===== config.mk =====
export PLATFORM = sky130hd
export DESIGN_NAME = btn_keypad
export DESIGN_NICKNAME = d
export VERILOG_FILES = /design/src/rtl/btn_keypad.sv
export SDC_FILE = /design/constraint.sdc
export NUM_CORES = 1
export LEC_CHECK = 0
export BUFFER_PORTS_ARGS = -buffer_cell sky130_fd_sc_hd__buf_2
export CAP_MARGIN = 20
export CORE_ASPECT_RATIO = 0.7
export CORE_MARGIN = 2
export CORE_UTILIZATION = 63
export CTS_CLUSTER_SIZE = 12
export DETAILED_ROUTE_END_ITERATION = 8
export GPL_ROUTABILITY_DRIVEN = 0
export PLACE_DENSITY = 0.84
export SLEW_MARGIN = 20
export SYNTH_ARGS = -nofsm -noshare
export SYNTH_HDL_FRONTEND = slang
export SYNTH_SLANG_ARGS = --single-unit

===== constraint.sdc =====
create_clock -name clk -period 3.75 [get_ports clk]
set_input_delay 0.5625 -clock clk [delete_from_list [all_inputs] [get_ports clk]]
set_output_delay 0.5625 -clock clk [all_outputs]
set_load 0.01 [all_outputs]

===== src/rtl/btn_keypad.sv =====
// Five-button keypad to Hack keyboard codes with hold-to-repeat; all outputs registered,
// one-cycle press latency, no backpressure (key_event is a single-cycle strobe).
module btn_keypad #(
    parameter int unsigned REPEAT_DELAY  = 50_000_000,
    parameter int unsigned REPEAT_PERIOD = 10_000_000
) (
    input  logic        clk,
    input  logic        reset_n,
    input  logic [4:0]  btn,
    output logic [15:0] kbd_code,
    output logic        key_event,
    output logic        key_held
);

    typedef enum logic [1:0] {
        IDLE   = 2'd0,
        HELD   = 2'd1,
        REPEAT = 2'd2
    } state_t;

    localparam logic [31:0] DELAY_TC  = 32'(REPEAT_DELAY - 1);
    localparam logic [31:0] PERIOD_TC = 32'(REPEAT_PERIOD - 1);

    state_t      state, state_nxt;
    logic [2:0]  idx, idx_nxt;
    logic [31:0] cnt, cnt_nxt;
    logic [15:0] code_nxt;
    logic        event_nxt;
    logic        held_nxt;
    logic [2:0]  press_idx;
    logic [31:0] term_cnt;

    function automatic logic [2:0] lowest_set(input logic [4:0] b);
        logic [2:0] r;
        casez (b)
            5'b????1: r = 3'd0;
            5'b???10: r = 3'd1;
            5'b??100: r = 3'd2;
            5'b?1000: r = 3'd3;
            5'b10000: r = 3'd4;
            default:  r = 3'd0;
        endcase
        return r;
    endfunction

    function automatic logic [15:0] code_of(input logic [2:0] k);
        logic [15:0] c;
        case (k)
            3'd0:    c = 16'd128;
            3'd1:    c = 16'd131;
            3'd2:    c = 16'd130;
            3'd3:    c = 16'd132;
            3'd4:    c = 16'd133;
            default: c = 16'd0;
        endcase
        return c;
    endfunction

    assign press_idx = lowest_set(btn);
    assign term_cnt  = (state == HELD) ? DELAY_TC : PERIOD_TC;

    always_comb begin
        state_nxt = state;
        idx_nxt   = idx;
        cnt_nxt   = cnt;
        code_nxt  = kbd_code;
        event_nxt = 1'b0;
        held_nxt  = key_held;
        case (state)
            IDLE: begin
                if (btn != 5'd0) begin
                    state_nxt = HELD;
                    idx_nxt   = press_idx;
                    cnt_nxt   = 32'd0;
                    code_nxt  = code_of(press_idx);
                    event_nxt = 1'b1;
                    held_nxt  = 1'b1;
                end
            end
            HELD, REPEAT: begin
                // Release wins over a terminal count landing on the same edge.
                if (!btn[idx]) begin
                    state_nxt = IDLE;
                    cnt_nxt   = 32'd0;
                    code_nxt  = 16'd0;
                    held_nxt  = 1'b0;
                end else if (cnt == term_cnt) begin
                    state_nxt = REPEAT;
                    cnt_nxt   = 32'd0;
                    event_nxt = 1'b1;
                end else begin
                    cnt_nxt = cnt + 32'd1;
                end
            end
            default: begin
                state_nxt = IDLE;
                cnt_nxt   = 32'd0;
                code_nxt  = 16'd0;
                held_nxt  = 1'b0;
            end
        endcase
    end

    always_ff @(posedge clk or negedge reset_n) begin
        if (!reset_n) begin
            state     <= IDLE;
            idx       <= 3'd0;
            cnt       <= 32'd0;
            kbd_code  <= 16'd0;
            key_event <= 1'b0;
            key_held  <= 1'b0;
        end else begin
            state     <= state_nxt;
            idx       <= idx_nxt;
            cnt       <= cnt_nxt;
            kbd_code  <= code_nxt;
            key_event <= event_nxt;
            key_held  <= held_nxt;
        end
    end

endmodule


Yosys cells after proc, flatten, opt, wreduce, memory -nomap -nowiden
Index checks and enable logic that the tools add are counted.
{"block": "totals", "ff_bits": 55, "wordCells": 52, "mem_bits_rw": 0, "mem_count": 0, "latchBits": 0, "input_bits": 7, "romBits": 0}
{"block": "classes", "n_div": 0, "n_mul": 0, "n_lt_le_gt_ge": 1, "eq_ne": 14, "shifts": 0, "bitwise_logic": 0, "add_sub_neg": 1, "n_reduce_logical": 7, "mux": 23}
{"op": "two-way mux 32 bit", "count": 3}
{"op": "one-hot mux 32 bit (2 select lines)", "count": 1}
{"op": "one-hot mux 8 bit (5 select lines)", "count": 1}
{"op": "adder 32 x 1 -> 32 bit (second input constant)", "count": 1}
{"op": "== test 32 x 26 -> 1 bit", "count": 1}
{"op": "two-way mux 16 bit", "count": 2}
{"op": "one-hot mux 16 bit (2 select lines)", "count": 1}
{"op": "two-way mux 26 bit", "count": 1}
{"op": "one-hot mux 3 bit (4 select lines)", "count": 1}
{"op": "== test 3 x 2 -> 1 bit (second input constant)", "count": 2}
{"op": "== test 3 bit (second input constant)", "count": 2}
{"op": "two-way mux 1 bit", "count": 6}
{"op": "two-way mux 2 bit", "count": 3}
{"op": "AND reduction 2 bit", "count": 3}
{"op": "== test 5 bit (second input constant)", "count": 1}
{"op": "nonzero test 5 bit", "count": 1}
{"op": "== test 2 bit (second input constant)", "count": 2}
{"op": "== test 4 bit (second input constant)", "count": 1}
{"op": "< comparator 3 x 4 -> 1 bit (second input constant)", "count": 1}
{"op": "!= test 2 bit (second input constant)", "count": 2}
{"op": "one-hot mux 1 bit (2 select lines)", "count": 2}
{"op": "one-hot mux 2 bit (2 select lines)", "count": 1}
{"op": "binary-select mux 1 bit (select 3 bit)", "count": 1}
{"op": "== test 3 x 1 -> 1 bit (second input constant)", "count": 1}
{"op": "5 further kinds", "count": 5}

Longest topological paths before layout
{"block": "depth", "ltp_word": 6, "ltp_mapped": 9, "ltp_nobuf": 7}

Least setup slack after synthesis
No wires, ideal clock.
{"block": "synth_timing", "kind": "reg2reg", "from": "register state[0]", "to": "register cnt[29]", "setup_ns": 0.077, "stages_incl_launch_ff": 8, "required_time_ns": 3.673, "arrival_time_ns": 1.919, "path_buffers": 0, "synth_period_minus_slack_ns": 1.997, "slack_ns": 1.753, "cell_sequence": "dfrtp_1 -> inv_1 -> ha_1 -> nor2b_1 -> a211oi_4 -> nand4_4 -> or3_1 -> a21oi_1"}
{"block": "synth_via", "elab_chain_cells": 6, "elab_cells_between_ends": 10, "classes_between": "eq/ne: 4; mux: 4; reduce/logical: 2"}
{"element": "from (decl)", "line": "24", "rtl": "state_t state, state_nxt;"}
{"element": "from (signal assigned)", "line": "113", "rtl": "state <= state_nxt;"}
{"element": "== test 2 x 1 -> 1 bit", "line": "60, 69"}
{"element": "two-way mux 26 bit", "line": "60", "rtl": "assign term_cnt = (state == HELD) ? DELAY_TC : PERIOD_TC;"}
{"element": "== test 32 x 26 -> 1 bit", "line": "87", "rtl": "end else if (cnt == term_cnt) begin"}
{"element": "two-way mux 32 bit", "line": "87"}
{"element": "two-way mux 32 bit", "line": "82", "rtl": "if (!btn[idx]) begin"}
{"element": "one-hot mux 32 bit (2 select lines)", "line": "69", "rtl": "case (state)"}
{"element": "to (signal assigned)", "line": "115", "rtl": "cnt <= cnt_nxt;"}
{"element": "to (decl)", "line": "26", "rtl": "logic [31:0] cnt, cnt_nxt;"}
Several ways; a longest one is shown, not always the timed one.
A chain may end at the register's enable or synchronous reset.

Worst setup path after layout
{"block": "layout_timing", "from": "register state[1]", "to": "register state[0]"}
{"block": "layout_via", "elab_chain_cells": 5, "elab_cells_between_ends": 10, "classes_between": "eq/ne: 5; mux: 2; reduce/logical: 3"}
{"element": "== test 2 x 1 -> 1 bit", "line": "60, 69"}
{"element": "two-way mux 26 bit", "line": "60"}
{"element": "== test 32 x 26 -> 1 bit", "line": "87"}
{"element": "!= test 3 bit (no source line)"}
{"element": "AND reduction 2 bit (no source line)"}
Several ways; a longest one is shown, not always the timed one.

==> results.cfg <==
[logic_synthesis]
ys_top_cells_by_area = sky130_fd_sc_hd__dfrtp_1 (43%), sky130_fd_sc_hd__buf_4 (3.9%), sky130_fd_sc_hd__xor2_1 (3.8%)
netlist_instances = 266
netlist.top_cell.by_area = sky130_fd_sc_hd__dfrtp_1
synth-edff-count = 0
synth_seq_area_share = 0.429
yosysTopAreaCellShare = 0.429
most_common_flop_cell_mapped_by_yosys = sky130_fd_sc_hd__dfrtp_1
post_synth_num_cell_types = 55
async_reset_ff_frac = 1.00
postSynthAreaPerCell_sq_um = 9.44
ys_seq_elements = 43
synth.cell_area_sq_um = 2510
yosys_warnings = 0

[critical_path]
crit_path_largest_cell_delay_ps = 670
crit_path_top_delay_cell = sky130_fd_sc_hd__a21oi_4
critPathRequiredTime_ps = 3900
crit_path_cell_trace = inv_1, ha_1, nor4b_1, and3_1, o2111ai_1, a21oi_4, o22ai_1
worstSetupPathType = reg -> reg
timing.critical_path.to_type = flip-flop
arrival_ps = 2840
worstSetupStartpointType = flip-flop
path_max_fanout = 21

[sta]
period_share = 0.718
rsz0062_at_grt = false
finalSetupTns_ps = 0
finalCriticalPeriod_ps = 2690
fmax_ghz = 0.371
worst_clock_skew_ps = 4.72
slew_viol_final = 0
slew_headroom = 0.375
setup_viol_count_final = 0
tightest_slew_ps = 936
finalHoldViolations = 0

[floorplanning]
boundaryPins = 25
die-area_sq_um = 4510
die-width_microns = 79.5
dieHeight_microns = 56.8
core-area_sq_um = 3870
fp-row-count = 19
floorplan.initialDensity = 0.648

[cts]
numCtsBuffers = 5
post_cts.resized_instances = 0
cts_hold_buffers_added = 0
clk_path_buf_depth = 2
clk_latency_ps = 290
post_cts.repair.setup_buffers = 0
clock_sinks = 43
clock_tree_from_tritoncts = done
worst_setup_hold_path_clk_slew_ps = 70
h_tree_lvls = 2
clock_tree.root_cell = sky130_fd_sc_hd__clkbuf_8

[drt]
num_vias = 2013
drt-vias-per-instance = 6.10
detailedRoute.firstPassIterationCount = 4
wl_per_cell_microns = 15.8
drtAntennaViolNets = 0
drt_drc_violations_left = 0
drt-initial-drc-count = 189
totalWireLength_microns = 5200

[layout]
design.final.nets = 290
layout.filler_cells = 296
antenna-diode-count = 0
post_route_cells_drive_above_1_share = 0.122
synth_to_layout_area_growth_pct = 4.43

[power_and_ir_drop]
clkPwrFrac = 0.224
cell_internal_pwr_uw = 771
power-per-cell-area_nw_per_um2 = 459
power.total_uw = 1200
power_switching_uw = 432
power.share.switching = 0.359
p_seq_frac = 0.462
static-leakage-power_uw = 0.00112
vdd_ir_drop_max_mv = 0.441
combPwrFrac = 0.314

[run_status]
run_status = completed

[place]
buffer_ports.inserted = 12
dpl.hpwl_microns = 3630

[global_route]
wire_length_of_the_first_global_routing_pass_microns = 8740
grt_pass1_vias = 1829
grt_use_total = 0.254
largest_net_degree_at_the_start_of_global_routing = 44
gr-total-overflow = 0
initial_antenna_violation_count = 0

[min_path]
hold_path_class = in -> async

[job]
drv.max_cap_violation_count = 0
-- power groups by stage --
stage / clock (uW) / combinational, uW / sequential (uW)
2_1_floorplan: 0 / 287 / 571
3_3_place_gp: 0 / 364 / 561
3_5_place_dp: 0 / 376 / 562
4_1_cts: 275 / 377 / 555
5_1_grt: 296 / 418 / 565
6_report: 269 / 378 / 556
-- Yosys cell counts, types with 6 or more instances --
master                    instances
sky130_fd_sc_hd__nand4_1         13
sky130_fd_sc_hd__nand2_1         20
sky130_fd_sc_hd__and3_1           7
sky130_fd_sc_hd__buf_4           13
sky130_fd_sc_hd__nand3_1         13
sky130_fd_sc_hd__inv_1           11
sky130_fd_sc_hd__a21oi_1         13
sky130_fd_sc_hd__nor3_1           6
sky130_fd_sc_hd__o21ai_0         16
sky130_fd_sc_hd__dfrtp_1         43
sky130_fd_sc_hd__nor2_1          21
sky130_fd_sc_hd__or3_1            9
sky130_fd_sc_hd__xor2_1          11
-- worst paths after layout --
| check | from | end | slack [ps] | depth (start not counted) |
|---|---|---|---|---|
| setup / recovery | state[1] | state[0] | 1060 | 7 |
| hold / removal | reset_n | kbd_code[0] | 400 | 1 |
| max in group asynchronous | reset_n | cnt[22] | 2760 | 1 |
| hold reg to reg | kbd_code[7] | kbd_code[7] | 480 | 1 |
| setup reg to reg | state[1] | state[0] | 1060 | 7 |
| min in group clk | kbd_code[7] | kbd_code[7] | 480 | 1 |
-- critical path, delay by kind of cell, from the launching register on --
family	cells	cell delay [ps]
AO/OA/AOI/OAI	3	1300
AND/OR/NAND/NOR	2	570
flip-flops	1	370
adder cells (fa/ha/maj)	1	200
buffers and inverters	1	90
-- metal layers --
layer  up-vias  wire, microns  track usage
li1        974              -            -
met1       954           2540        0.384
met2        76           2200        0.351
met3         9            363       0.0547
met4         0             95        0.106
met5         -              0            0
-- stage by stage --
stage | std cells | setup WS (ps) | cell area (sq um) | util | hold slack [ps]
2_1_floorplan | 277 | 1750 | 2550 | - | 267
3_3_place_gp | 324 | 1170 | 2550 | 0.658 | 462
3_5_place_dp | 324 | 1110 | 2550 | 0.658 | 461
4_1_cts | 330 | 1090 | 2620 | 0.677 | 434
5_1_grt | 330 | 820 | 2620 | 0.677 | 492
6_report | 330 | 1060 | 2620 | 0.677 | 403
-- layout make-up --
| type | instances | area, sq um | share of cell area |
|---|---|---|---|
| clock buffers | 6 | 72.6 | 0.0277 |
| repair buffers | 12 | 60.1 | 0.0229 |
| flip-flops and latches | 43 | 1080 | 0.410 |
| multi-input cells | 206 | 1310 | 0.499 |
| inverters | 11 | 41.3 | 0.0157 |
| well taps | 52 | 65.1 | 0.0248 |
-- state kept, by name (all words and copies together) (netlist names) --
signal,count
cnt,32
kbd_code,4
idx,3
state,2
key_event,1
key_held,1
-- cells by family after synthesis --
| group | count (synthesis) | share of synthesized area |
|---|---|---|
| AOI/OAI and AO/OA | 58 | 0.155 |
| buffers and inverters | 28 | 0.0673 |
| and+or+nand+nor | 117 | 0.273 |
| other | 1 | 0.00149 |
| muxes | 2 | 0.00897 |
| DFF | 43 | 0.428 |
| xor gates and xnor gates | 13 | 0.0453 |
| adders and majority gates | 4 | 0.0199 |
-- placed cells by master, fill, tap and decap left out, types with 2 or more instances in the layout --
cell and count:
sky130_fd_sc_hd__a21oi_1 13, sky130_fd_sc_hd__nand4b_1 2, sky130_fd_sc_hd__or3_1 9, sky130_fd_sc_hd__xnor2_1 2, sky130_fd_sc_hd__ha_1 4, sky130_fd_sc_hd__and3_1 7, sky130_fd_sc_hd__a31oi_1 5, sky130_fd_sc_hd__nor2_1 21
sky130_fd_sc_hd__nor4_2 2, sky130_fd_sc_hd__dfrtp_1 43, sky130_fd_sc_hd__nor2b_1 3, sky130_fd_sc_hd__and2_1 3, sky130_fd_sc_hd__xor2_1 11, sky130_fd_sc_hd__conb_1 12, sky130_fd_sc_hd__o2bb2ai_1 4, sky130_fd_sc_hd__nand3_1 13
sky130_fd_sc_hd__clkbuf_8 5, sky130_fd_sc_hd__nand4_1 13, sky130_fd_sc_hd__a22o_1 2, sky130_fd_sc_hd__nor4_1 2, sky130_fd_sc_hd__mux2_2 2, sky130_fd_sc_hd__nand2_1 20, sky130_fd_sc_hd__a21o_1 2, sky130_fd_sc_hd__buf_2 12
sky130_fd_sc_hd__o22ai_1 5, sky130_fd_sc_hd__inv_1 11, sky130_fd_sc_hd__o21ai_0 16, sky130_fd_sc_hd__nor3_1 6, sky130_fd_sc_hd__nand4_2 2
(Power assumes the default switching activity.)
